==> src/rtl/usb_rx_fifo_unpacker.sv <==
// ---------------------------------------------------------------------------
// usb_rx_fifo_unpacker
// Read-side consumer of the USB slave RX dual-clock FIFO (AXI clk domain).
// Pops {last, rsvd, halfword[15:0]} entries, packs halfword pairs into
// 32-bit beats and presents them on a valid/ready stream with byte strobes
// and a frame-last flag. Outstanding FIFO reads are credit-limited so the
// FIFO read latency can never overrun the local skid buffer.
//
// Ports
//   clk            AXI-domain clock (also the FIFO rdclk)
//   rst_n          asynchronous active-low reset (also the FIFO aclr)
//   fifo_rdreq_o   FIFO read request, one entry per high cycle
//   fifo_q_i       FIFO read data, valid RD_LATENCY cycles after rdreq
//   fifo_rdempty_i FIFO read-side empty flag (may be pessimistic)
//   out_valid_o    output beat valid
//   out_ready_i    output beat accepted when valid & ready
//   out_data_o     {hw1, hw0}, hw0 is the earlier halfword
//   out_strb_o     4'b1111 full beat, 4'b0011 single-halfword beat
//   out_last_o     beat ends a frame
//   frame_cnt_o    completed frames (accepted beats with last), wraps
//   busy_o         entry in flight, buffered, half-packed or in output reg
// ---------------------------------------------------------------------------
module usb_rx_fifo_unpacker #(
  parameter int unsigned FIFO_WIDTH = 20,
  parameter int unsigned RD_LATENCY = 1,
  parameter int unsigned SKID_DEPTH = 4,
  parameter int unsigned CNT_WIDTH  = 16
) (
  input  logic                  clk,
  input  logic                  rst_n,
  output logic                  fifo_rdreq_o,
  input  logic [FIFO_WIDTH-1:0] fifo_q_i,
  input  logic                  fifo_rdempty_i,
  output logic                  out_valid_o,
  input  logic                  out_ready_i,
  output logic [31:0]           out_data_o,
  output logic [3:0]            out_strb_o,
  output logic                  out_last_o,
  output logic [CNT_WIDTH-1:0]  frame_cnt_o,
  output logic                  busy_o
);

  localparam int unsigned PTR_W = (SKID_DEPTH > 1) ? $clog2(SKID_DEPTH) : 1;
  localparam int unsigned OCC_W = $clog2(SKID_DEPTH + 1);
  localparam int unsigned OUT_W = $clog2(SKID_DEPTH + RD_LATENCY + 1);

  typedef enum logic {
    ST_LOW,
    ST_HIGH
  } pack_state_t;

  // Read-request enable: released one cycle after reset deasserts so the
  // request stays low during reset regardless of the empty flag.
  logic                  run_q;

  logic [RD_LATENCY-1:0] inflight_q;
  logic [RD_LATENCY-1:0] inflight_nxt;
  logic [OUT_W-1:0]      inflight_cnt;
  logic [OUT_W-1:0]      outstanding;

  logic [FIFO_WIDTH-1:0] skid_mem [SKID_DEPTH];
  logic [PTR_W-1:0]      wr_ptr_q;
  logic [PTR_W-1:0]      rd_ptr_q;
  logic [OCC_W-1:0]      skid_cnt_q;

  logic                  landing;
  logic                  skid_has_data;
  logic                  head_valid;
  logic [FIFO_WIDTH-1:0] head;
  logic                  head_last;
  logic [15:0]           head_hw;
  logic                  out_free;
  logic                  pop;
  logic                  skid_wr;
  logic                  skid_rd;

  pack_state_t           state_q;
  logic [15:0]           hw0_q;

  logic                  unused_rsvd;

  // ---------------------------------------------------------------- credit
  always_comb begin
    inflight_cnt = '0;
    for (int unsigned i = 0; i < RD_LATENCY; i++) begin
      inflight_cnt = inflight_cnt + OUT_W'(inflight_q[i]);
    end
    // The landing entry is still counted in inflight_q; a pop this cycle only
    // lowers skid_cnt_q next cycle, so credit release is one cycle late.
    outstanding  = inflight_cnt + OUT_W'(skid_cnt_q);
    fifo_rdreq_o = run_q && !fifo_rdempty_i && (outstanding < OUT_W'(SKID_DEPTH));
  end

  always_comb begin
    inflight_nxt    = inflight_q << 1;
    inflight_nxt[0] = fifo_rdreq_o;
  end

  // ------------------------------------------------------------- skid head
  // When the skid is empty the landing entry is the head and is consumed
  // straight from fifo_q_i; this keeps the buffer at zero occupancy in
  // steady state so one pop per cycle fits within SKID_DEPTH credits.
  assign landing       = inflight_q[RD_LATENCY-1];
  assign skid_has_data = (skid_cnt_q != '0);
  assign head_valid    = skid_has_data || landing;
  assign head          = skid_has_data ? skid_mem[rd_ptr_q] : fifo_q_i;
  assign head_last     = head[FIFO_WIDTH-1];
  assign head_hw       = head[15:0];
  assign unused_rsvd   = ^head[FIFO_WIDTH-2:16];

  assign out_free = !out_valid_o || out_ready_i;
  assign pop      = head_valid && out_free;
  assign skid_wr  = landing && !(pop && !skid_has_data);
  assign skid_rd  = pop && skid_has_data;

  always_ff @(posedge clk or negedge rst_n) begin
    if (!rst_n) begin
      run_q      <= 1'b0;
      inflight_q <= '0;
      wr_ptr_q   <= '0;
      rd_ptr_q   <= '0;
      skid_cnt_q <= '0;
    end else begin
      run_q      <= 1'b1;
      inflight_q <= inflight_nxt;
      if (skid_wr) wr_ptr_q <= wr_ptr_q + PTR_W'(1);
      if (skid_rd) rd_ptr_q <= rd_ptr_q + PTR_W'(1);
      case ({skid_wr, skid_rd})
        2'b10:   skid_cnt_q <= skid_cnt_q + OCC_W'(1);
        2'b01:   skid_cnt_q <= skid_cnt_q - OCC_W'(1);
        default: skid_cnt_q <= skid_cnt_q;
      endcase
    end
  end

  always_ff @(posedge clk) begin
    if (skid_wr) skid_mem[wr_ptr_q] <= fifo_q_i;
  end

  // ----------------------------------------------- packer + output register
  always_ff @(posedge clk or negedge rst_n) begin
    if (!rst_n) begin
      state_q     <= ST_LOW;
      hw0_q       <= '0;
      out_valid_o <= 1'b0;
      out_data_o  <= '0;
      out_strb_o  <= '0;
      out_last_o  <= 1'b0;
      frame_cnt_o <= '0;
    end else begin
      if (out_valid_o && out_ready_i) begin
        out_valid_o <= 1'b0;
        if (out_last_o) frame_cnt_o <= frame_cnt_o + CNT_WIDTH'(1);
      end
      if (pop) begin
        case (state_q)
          ST_LOW: begin
            if (head_last) begin
              out_valid_o <= 1'b1;
              out_data_o  <= {16'h0000, head_hw};
              out_strb_o  <= 4'b0011;
              out_last_o  <= 1'b1;
            end else begin
              hw0_q   <= head_hw;
              state_q <= ST_HIGH;
            end
          end
          ST_HIGH: begin
            out_valid_o <= 1'b1;
            out_data_o  <= {head_hw, hw0_q};
            out_strb_o  <= 4'b1111;
            out_last_o  <= head_last;
            state_q     <= ST_LOW;
          end
          default: state_q <= ST_LOW;
        endcase
      end
    end
  end

  assign busy_o = (|inflight_q) || skid_has_data || (state_q == ST_HIGH) || out_valid_o;

  // Credit accounting guarantees the skid never overflows.
  skid_no_overflow: assert property (@(posedge clk) disable iff (!rst_n)
    !(skid_wr && !skid_rd && (skid_cnt_q == OCC_W'(SKID_DEPTH))));

endmodule
==> config.mk <==
export PLATFORM = sky130hd
export DESIGN_NAME = usb_rx_fifo_unpacker
export DESIGN_NICKNAME = d
export VERILOG_FILES = /design/src/rtl/usb_rx_fifo_unpacker.sv
export SDC_FILE = /design/constraint.sdc
export NUM_CORES = 1
export LEC_CHECK = 0
export BUFFER_PORTS_ARGS = -buffer_cell sky130_fd_sc_hd__buf_2
export CORE_ASPECT_RATIO = 0.75
export CORE_MARGIN = 1.5
export CORE_UTILIZATION = 57
export DETAILED_ROUTE_END_ITERATION = 6
export GPL_ROUTABILITY_DRIVEN = 0
export MAX_ROUTING_LAYER = met4
export PLACE_DENSITY_LB_ADDON = 0.2
export SETUP_SLACK_MARGIN = 0.05
export SLEW_MARGIN = 20
export SYNTH_ARGS = -nofsm -noshare
export SYNTH_HDL_FRONTEND = slang
export SYNTH_SLANG_ARGS = --single-unit
==> constraint.sdc <==
create_clock -name clk -period 3 [get_ports clk]
set_input_delay 0.6 -clock clk [delete_from_list [all_inputs] [get_ports clk]]
set_output_delay 0.6 -clock clk [all_outputs]
set_load 0.02 [all_outputs]
[After elaboration in Yosys (flattened, before gate mapping)]
Memories as Yosys holds them, arrays and structs flattened.
Index checks and enable logic that the tools add are counted.
Cells by class
  add/subtract/negate cells: 6
  $lt $le $gt $ge: 1
  eq/ne operators: 3
  multiplexer cells: 16
  bitwise logic cells: 2
  reduce and logical (&&, ||, !) cells: 20
Operators with widths (number)
  $pmux 32 s2: 1
  $mux 32: 1
  $mux 20: 1
  $add 16x1->16 const B: 1
  $pmux 4 s2: 1
  $logic_and 1x1->1: 7
  $mux 1: 7
  $pmux 1 s2: 3
  $pmux 3 s2: 1
  $add 2x1->2 const B: 2
  $logic_not 1->1: 4
  $logic_or 1x1->1: 4
  $mux 4: 1
  $reduce_and 2->1: 2
  $add 1x3->3: 1
  $add 3x1->3 const B: 1
  $lt 3x3->1 const B: 1
  $reduce_and 3->1: 1
  $reduce_bool 3->1: 1
  $sub 3x1->3 const B: 1
  $eq 2x1->1 const B: 1
  $eq 2x2->1 const B: 1
  $ne 2x2->1 const B: 1
  $not 1->1: 2
  $reduce_bool 2->1: 1
Storage, ports and cells
  flip-flop bits (word level): 80
  RAM bits: 80
  output and inout port bits: 56
  logic and storage cells: 61
  memories kept: 1
Memory list
  skid_mem: depth 4, width 20, read ports 1, clocked after Yosys merged registers in 0, wr ports 1, RTL line 61  | logic [FIFO_WIDTH-1:0] skid_mem [SKID_DEPTH];

[Logic depth before layout (Yosys ltp)]
Gate-level depths: netlist of run 1.
  depth after elaboration: 8
  gate-level depth with buffers: 10

[Least setup slack after synthesis of run 1]
Ideal clock, no wire load.
  path kind: register to output
  start: register skid_cnt_q[0]
  end: output port busy_o
  data arrival time: 1610 ps
  path slack: 790 ps
  stages on the path, launching flop included: 5
  path buffers: 2
  cell sequence: dfrtp_1 > or3_4 > buf_6 > buf_6 > or4_1
On the way
  cells in the longest elaborated chain, start to end: 4
Ends and longest elaborated chain
  from (decl): RTL line 64  | logic [OCC_W-1:0] skid_cnt_q;
  from (signal assigned): RTL line 129  | 2'b10: skid_cnt_q <= skid_cnt_q + OCC_W'(1);
  from (signal assigned): RTL line 130  | 2'b01: skid_cnt_q <= skid_cnt_q - OCC_W'(1);
  from (signal assigned): RTL line 131  | default: skid_cnt_q <= skid_cnt_q;
  $reduce_bool 3->1: RTL line 104  | assign skid_has_data = (skid_cnt_q != '0);
  $logic_or 1x1->1 (3 in series): RTL line 181  | assign busy_o = (|inflight_q) || skid_has_data || (state_q == ST_HIGH) || out_valid_o;
  to (decl): RTL line 40  | output logic busy_o
No other way between the ends.

[Worst setup path in the final report of run 1]
Same ends and word-level chain as after synthesis.

==> results.sh, run 1 <==
export IMPL_finalWorstPathRequiredPeriod_ps=2650
export IMPL_finalWorstSetupSlack_ps=352
export IMPL_run_status="finished clean"
export IMPL_route_layer_met1_wl_mm=5.57
export IMPL_postRouteWirelength_mm=11.5
export IMPL_numCtsBuffers=17
export IMPL_antenna_left=0
export IMPL_largest_family_of_logic_cells_by_synthesized_area="multiplexers"
export IMPL_final_setup_skew_ps=8.01
export IMPL_tightestPinTransition_ps=976
export IMPL_first_iter_violations=172
export IMPL_register_area_sq_um=3990
export IMPL_synth_seq_area_share_pct=65.6
export IMPL_cts_repair_resize_count=0
export IMPL_leakage_uw=0.00310
export IMPL_dpl_hpwl_mm=7.31
export IMPL_cts_tree="yes"
export IMPL_synth_compound_area_share_pct=3.18
export IMPL_synth_async_reset_ratio_pct=53.4
export IMPL_placeableCoreArea_sq_um=10300
export IMPL_antenna_diode_count=0
export IMPL_synth_lib_cells_used_distinct=38
export IMPL_initial_core_util_pct=59.0
export IMPL_clk_transition_reported_paths_ps=60
export IMPL_grt_pass1_vias=3383
export IMPL_clk_insertion_delay_late_ps=420
export IMPL_postSynthRegisterBits=146
export IMPL_top_layer_used="met4"
export IMPL_buffer_ports_inserted=76
export IMPL_pwr_density_cell_nw_per_um2=1130
export IMPL_critPathArrivalTime_ps=2050
export IMPL_path_max_fanout=20
export IMPL_fp_dieW_microns=122
export IMPL_overflow=0
export IMPL_die_y_microns=92.5
export IMPL_synth_simple_area_share_pct=3.94
export IMPL_timing_setup_tns_ps=0
export IMPL_post_synth_mux_area_share_pct=20.0
export IMPL_multi_input_comb_area_sq_um=1940
export IMPL_clock_tree_buffer_depth=2
export IMPL_avgSynthCellArea_sq_um=17.4
export IMPL_area_delta_synth_final_pct=18.9
export IMPL_filler_cell_count=690
export IMPL_netlist_area_pre_place_sq_um=6090
export IMPL_drc=0
export IMPL_kind_of_capture_point_of_the_worst_setup_path="output port"
export IMPL_grt_max_degree=79
export IMPL_final_design_area_no_fill_sq_um=7240
export IMPL_non_filler_cells_final=587
export IMPL_yosysWarningCount=0
export IMPL_fmax_mhz=378
export IMPL_vdd_ir_drop_max_uv=558
export IMPL_fin_crit_sh_pct=88.3
export IMPL_wire_length_on_met2_mm=5.37
export IMPL_h_tree_depth=4
export IMPL_route_vias_total=3292
export IMPL_critical_path_required_ps=2400
export IMPL_report_final_slew_viol_count=0
export IMPL_grt_setup_unrepaired="no"
export IMPL_post_layout_net_count=469
export IMPL_setup_viol_count_final=0
export IMPL_synth_edff_count=68
export IMPL_design_die_area_sq_um=11300
export IMPL_io_pins=80
export IMPL_grt_antenna_before_repair=0
export IMPL_yosys_area_share_adder_pct=1.56
export IMPL_cts_setup_buffers=0
export IMPL_path_class="reg -> out"
export IMPL_routedWlPerCell_microns=19.5
export IMPL_place_detailed_instances=555
export IMPL_drt_vias_per_instance=5.61
export IMPL_cts_root_buf="clkbuf_16"
export IMPL_kind_of_start_point_of_the_critical_path="register"
export IMPL_maxCapViolCount=0
export IMPL_post_route_cells_drive_above_1_share_pct=44.6
export IMPL_std_cell_rows=32
export IMPL_cts_hold_fix_buffers=0
export IMPL_drt_pre_antenna_iters=4
export IMPL_hold_path_class="in -> async"
export IMPL_relSlewSlack_pct=34.9
export IMPL_finalHoldViolations=0
export IMPL_synth_xor_area_share_pct=3.16
export IMPL_dpl_instance_area_sq_um=6630
export IMPL_clkSinkCount=146
export IMPL_global_route_usage_total_pct=23.2
export IMPL_synth_flop_cell="dfrtp_1"
export IMPL_first_pass_grt_wire_length_mm=18.3
export IMPL_syn_num_nets=380
export IMPL_met3RoutedLength_microns=413
export IMPL_synthesis_instances=349
export IMPL_dp_slack_ps=539
## placed cells by master (no fill, tap or decap), types with 7 or more instances in the layout
| master | synthesis | routed |
|---|---|---|
| a22o_1 | 16 | 16 |
| buf_2 | 4 | 75 |
| buf_4 | 3 | 7 |
| clkbuf_16 | 0 | 18 |
| dfrtp_1 | 78 | 78 |
| edfxtp_1 | 68 | 68 |
| inv_1 | 9 | 9 |
| mux2_2 | 48 | 48 |
| mux2_4 | 18 | 18 |
| mux4_2 | 14 | 14 |
| nand2_1 | 10 | 10 |
| xnor2_1 | 14 | 14 |
| xor2_1 | 8 | 8 |
## report_power, final
group / internal [uW] / total [uW] / leakage (uW) / switching (uW)
logic: 1550 / 3090 / 0.00122 / 1530
registers: 2620 / 2960 / 0.00158 / 338
clock network: 1330 / 2130 / 0.000307 / 805
## cell usage after synthesis (all sizes together), types with 2 or more instances
library cell   n  share of area (%)
and2           6               0.62
a22o          16                2.3
mux2          66                 13
nor2           3               0.18
xor2           8                1.2
nand2b         2               0.21
o21ai          4               0.51
mux4          17                6.5
nand3          4               0.33
and3           2               0.21
buf           13                1.8
dfrtp         78                 32
xnor2         14                2.0
inv           10               0.62
nand2         10               0.62
nor4           2               0.21
nand4          5               0.51
nor3           2               0.16
ha             6                1.2
clkbuf         2               0.12
edfxtp        68                 34
## flip-flops by register name (all words and copies together), names as in the netlist, 2 cells and up
name	flops
hw0_q	16
skid_cnt_q	3
rd_ptr_q	2
frame_cnt_o	16
skid_mem	68
out_data_o	32
out_strb_o	2
wr_ptr_q	2
## logic make-up (layout without fill, tap and decap cells)
kind of cell	count (synthesis)	in the layout
DFF	146	146
muxes	84	84
and+or+nand+nor	41	41
buffers and inverters	25	127
AOI/OAI and AO/OA	23	23
xor gates and xnor gates	22	22
adders and majority gates	7	7
other	1	1
## path summary, 6_finish.rpt
check                      depth (start not counted)  slack [ps]                           to                         from
min                                                1         330    out_data_o[4]$_DFFE_PN0P_                        rst_n
max                                                3         350                       busy_o    skid_cnt_q[0]$_DFFE_PN0P_
max reg2reg                                        5         550    out_data_o[3]$_DFFE_PN0P_      rd_ptr_q[0]$_DFFE_PN0P_
min reg2reg                                        1         470  frame_cnt_o[15]$_DFFE_PN0P_  frame_cnt_o[15]$_DFFE_PN0P_
max in group asynchronous                          1        2020      wr_ptr_q[1]$_DFFE_PN0P_                        rst_n
min in group clk                                   2         350         inflight_q$_DFF_PN0_               fifo_rdempty_i
## stage by stage
step | power, uW | util (%) | hold WS [ps]
after floorplan | 5320 | - | 304
after global placement | 5950 | 64.2 | 457
after detailed placement | 6060 | 64.2 | 467
after CTS | 8240 | 70.1 | 335
after global routing | 8620 | 70.1 | 338
final | 8180 | 70.1 | 335
## critical path, stage by stage, from the launching register on
cell	delay, ps
dfrtp_1	430
or3_4	580
or4_1	440
buf_2	180
## routing by layer
metal | vias up | GRT usage [%]
met5 | - | -
met4 | 0 | 7.27
met3 | 14 | 6.34
met2 | 73 | 34.3
met1 | 1715 | 31.6
li1 | 1490 | -
## layout make-up
class                   instances  share of cell area [%]
multi-input cells             178                    26.8
clock inverters                11                    1.69
clock buffers                  21                    6.71
well taps                     136                    2.35
inverters                      10                   0.519
flip-flops and latches        146                    55.2
repair buffers                 85                    6.74
Power figures use the tool's default switching activity.
==> inputs of run 2 (changes only) <==
BUFFER_PORTS_ARGS = -buffer_cell sky130_fd_sc_hd__clkbuf_2   (was -buffer_cell sky130_fd_sc_hd__buf_2)
==> run 2 against run 1 <==
Net effect: setup slack got worse by 1.2 ps; critical endpoint unchanged; combinational power about the same; non-clock buffer count shrank 1; hold slack improved by 3.6 ps.
==> results.sh, run 2 (same netlist as run 1, synthesis figures left out) <==
export IMPL_drc=0
export IMPL_power_switching_uw=2640
export IMPL_cts_root_buf="clkbuf_16"
export IMPL_finalHoldViolations=0
export IMPL_relSlewSlack_pct=35.3
export IMPL_cts_repair_resize_count=0
export IMPL_grt_antenna_before_repair=0
export IMPL_power_share_switching_pct=33.1
export IMPL_run_status="finished clean"
export IMPL_critical_path_slowest_cell="or3_4"
export IMPL_report_final_slew_viol_count=0
export IMPL_routedWlPerCell_microns=19.1
export IMPL_grt_pass1_vias=3366
export IMPL_seq_power_share_pct=37.3
export IMPL_clock_power_share_pct=24.2
export IMPL_largest_stage_delay_worst_path_ps=580
export IMPL_critical_path_required_ps=2400
export IMPL_overflow=0
export IMPL_internal_power_uw=5330
export IMPL_place_detailed_instances=554
export IMPL_final_setup_skew_ps=7.80
export IMPL_antenna_left=0
export IMPL_layout_cells_most_common_list="dfrtp_1 (78), clkbuf_2 (75), edfxtp_1 (68), mux2_2 (48), mux2_4 (18)"
export IMPL_first_pass_grt_wire_length_mm=18.3
export IMPL_clk_transition_reported_paths_ps=60
export IMPL_cts_setup_buffers=0
export IMPL_critPathArrivalTime_ps=2050
export IMPL_combPwrFrac_pct=38.5
export IMPL_setup_viol_count_final=0
export IMPL_dpl_instance_area_sq_um=6640
export IMPL_kind_of_start_point_of_the_critical_path="register"
export IMPL_mostFrequentLayoutCell="dfrtp_1"
export IMPL_filler_cell_count=701
export IMPL_pwr_density_cell_nw_per_um2=1110
export IMPL_global_route_usage_total_pct=22.9
export IMPL_grt_setup_unrepaired="no"
export IMPL_vdd_ir_drop_max_uv=763
export IMPL_post_route_cells_drive_above_1_share_pct=43.1
export IMPL_clkSinkCount=146
export IMPL_design_die_area_sq_um=11300
export IMPL_die_y_microns=92.5
export IMPL_post_layout_net_count=468
export IMPL_timing_setup_tns_ps=0
export IMPL_antenna_diode_count=0
export IMPL_drt_pre_antenna_iters=5
export IMPL_non_filler_cells_final=586
export IMPL_critical_path_cell_sequence="or3_4 -> or4_1 -> clkbuf_2"
export IMPL_h_tree_depth=4
export IMPL_cts_hold_fix_buffers=0
export IMPL_total_power_uw=7970
export IMPL_buffer_ports_inserted=76
export IMPL_initial_core_util_pct=59.0
export IMPL_path_class="reg -> out"
export IMPL_regMostFlops="skid_mem"
export IMPL_tightestPinTransition_ps=971
export IMPL_drt_vias_per_instance=5.55
export IMPL_hold_path_class="in -> async"
export IMPL_kind_of_capture_point_of_the_worst_setup_path="output port"
export IMPL_cts_tree="yes"
export IMPL_path_max_fanout=20
export IMPL_clock_tree_buffer_depth=2
export IMPL_finalWorstPathRequiredPeriod_ps=2650
export IMPL_leakage_uw=0.00304
export IMPL_final_design_area_no_fill_sq_um=7180
export IMPL_postRouteWirelength_mm=11.2
export IMPL_dpl_hpwl_mm=7.27
export IMPL_fp_dieW_microns=122
export IMPL_fin_crit_sh_pct=88.3
export IMPL_std_cell_rows=32
export IMPL_maxCapViolCount=0
export IMPL_clk_insertion_delay_late_ps=410
export IMPL_top_regs="skid_mem (68), out_data_o (32)"
export IMPL_finalCoreUtilization_pct=69.5
export IMPL_grt_max_degree=79
export IMPL_route_vias_total=3254
export IMPL_placeableCoreArea_sq_um=10300
export IMPL_numCtsBuffers=17
export IMPL_first_iter_violations=278
export IMPL_fmax_mhz=378
export IMPL_largest_register_ff_count=68
export IMPL_io_pins=80
export IMPL_area_delta_synth_final_pct=17.8
-- run 2: changes by cell type in the layout (fill, tap and decap cells not counted), sizes merged --
cell      change
buf          -76
bufinv        -1
clkbuf       +76
clkinvlp      +4
clkinv        -2
inv           -2
-- run 2: final timing paths --
| path | startpoint | to | slack, ps | depth (start not counted) |
|---|---|---|---|---|
| min in group clk | fifo_rdempty_i | inflight_q$_DFF_PN0_ | 350 | 2 |
| max in group asynchronous | rst_n | rd_ptr_q[0]$_DFFE_PN0P_ | 2030 | 1 |
| worst max register to register | rd_ptr_q[0]$_DFFE_PN0P_ | out_data_o[3]$_DFFE_PN0P_ | 470 | 5 |
| worst min register to register | frame_cnt_o[15]$_DFFE_PN0P_ | frame_cnt_o[15]$_DFFE_PN0P_ | 470 | 1 |
| worst min-delay path | rst_n | out_data_o[5]$_DFFE_PN0P_ | 340 | 1 |
| worst max-delay path | skid_cnt_q[0]$_DFFE_PN0P_ | busy_o | 350 | 3 |
-- run 2: cell type report --
type | count | area (sq um) | area share [%]
Clock buffer | 22 | 454 | 6.33
Clock inverter | 10 | 86.3 | 1.20
Inverter | 10 | 37.5 | 0.523
Multi-Input combinational cell | 178 | 1940 | 27.0
Sequential cell | 146 | 3990 | 55.7
Tap cell | 136 | 170 | 2.37
Timing Repair Buffer | 84 | 493 | 6.87
-- run 2: per-stage QoR --
stage	hold WS [ps]	worst slack, ps
after floorplan	304	790
after global placement	460	503
after detailed placement	473	458
after CTS	334	331
after global routing	341	278
final	338	351
-- run 2: critical path, delay by kind of cell, from the launching register on --
family / cells / cell delay, ps
buf+inv: 1 / 170
flops: 1 / 430
simple gates: 2 / 1030
-- run 2: layer usage --
layer / global-route usage [%] / part of all wire [%] / vias up
li1: - / - / 1491
met1: 33.2 / 49 / 1682
met2: 31.8 / 46 / 68
met3: 6.10 / 3.8 / 13
met4: 7.66 / 1.2 / 0
met5: - / 0 / -
-- run 2: power by group through the flow --
stage               combinational (uW)  sequential [uW]  clock [uW]
finish                            3070             2970        1930
CTS                               3110             2980        1960
detailed placement                3070             3010           0
global route                      3320             3040        2060
global placement                  2990             2970           0
floorplan                         2150             3170           0
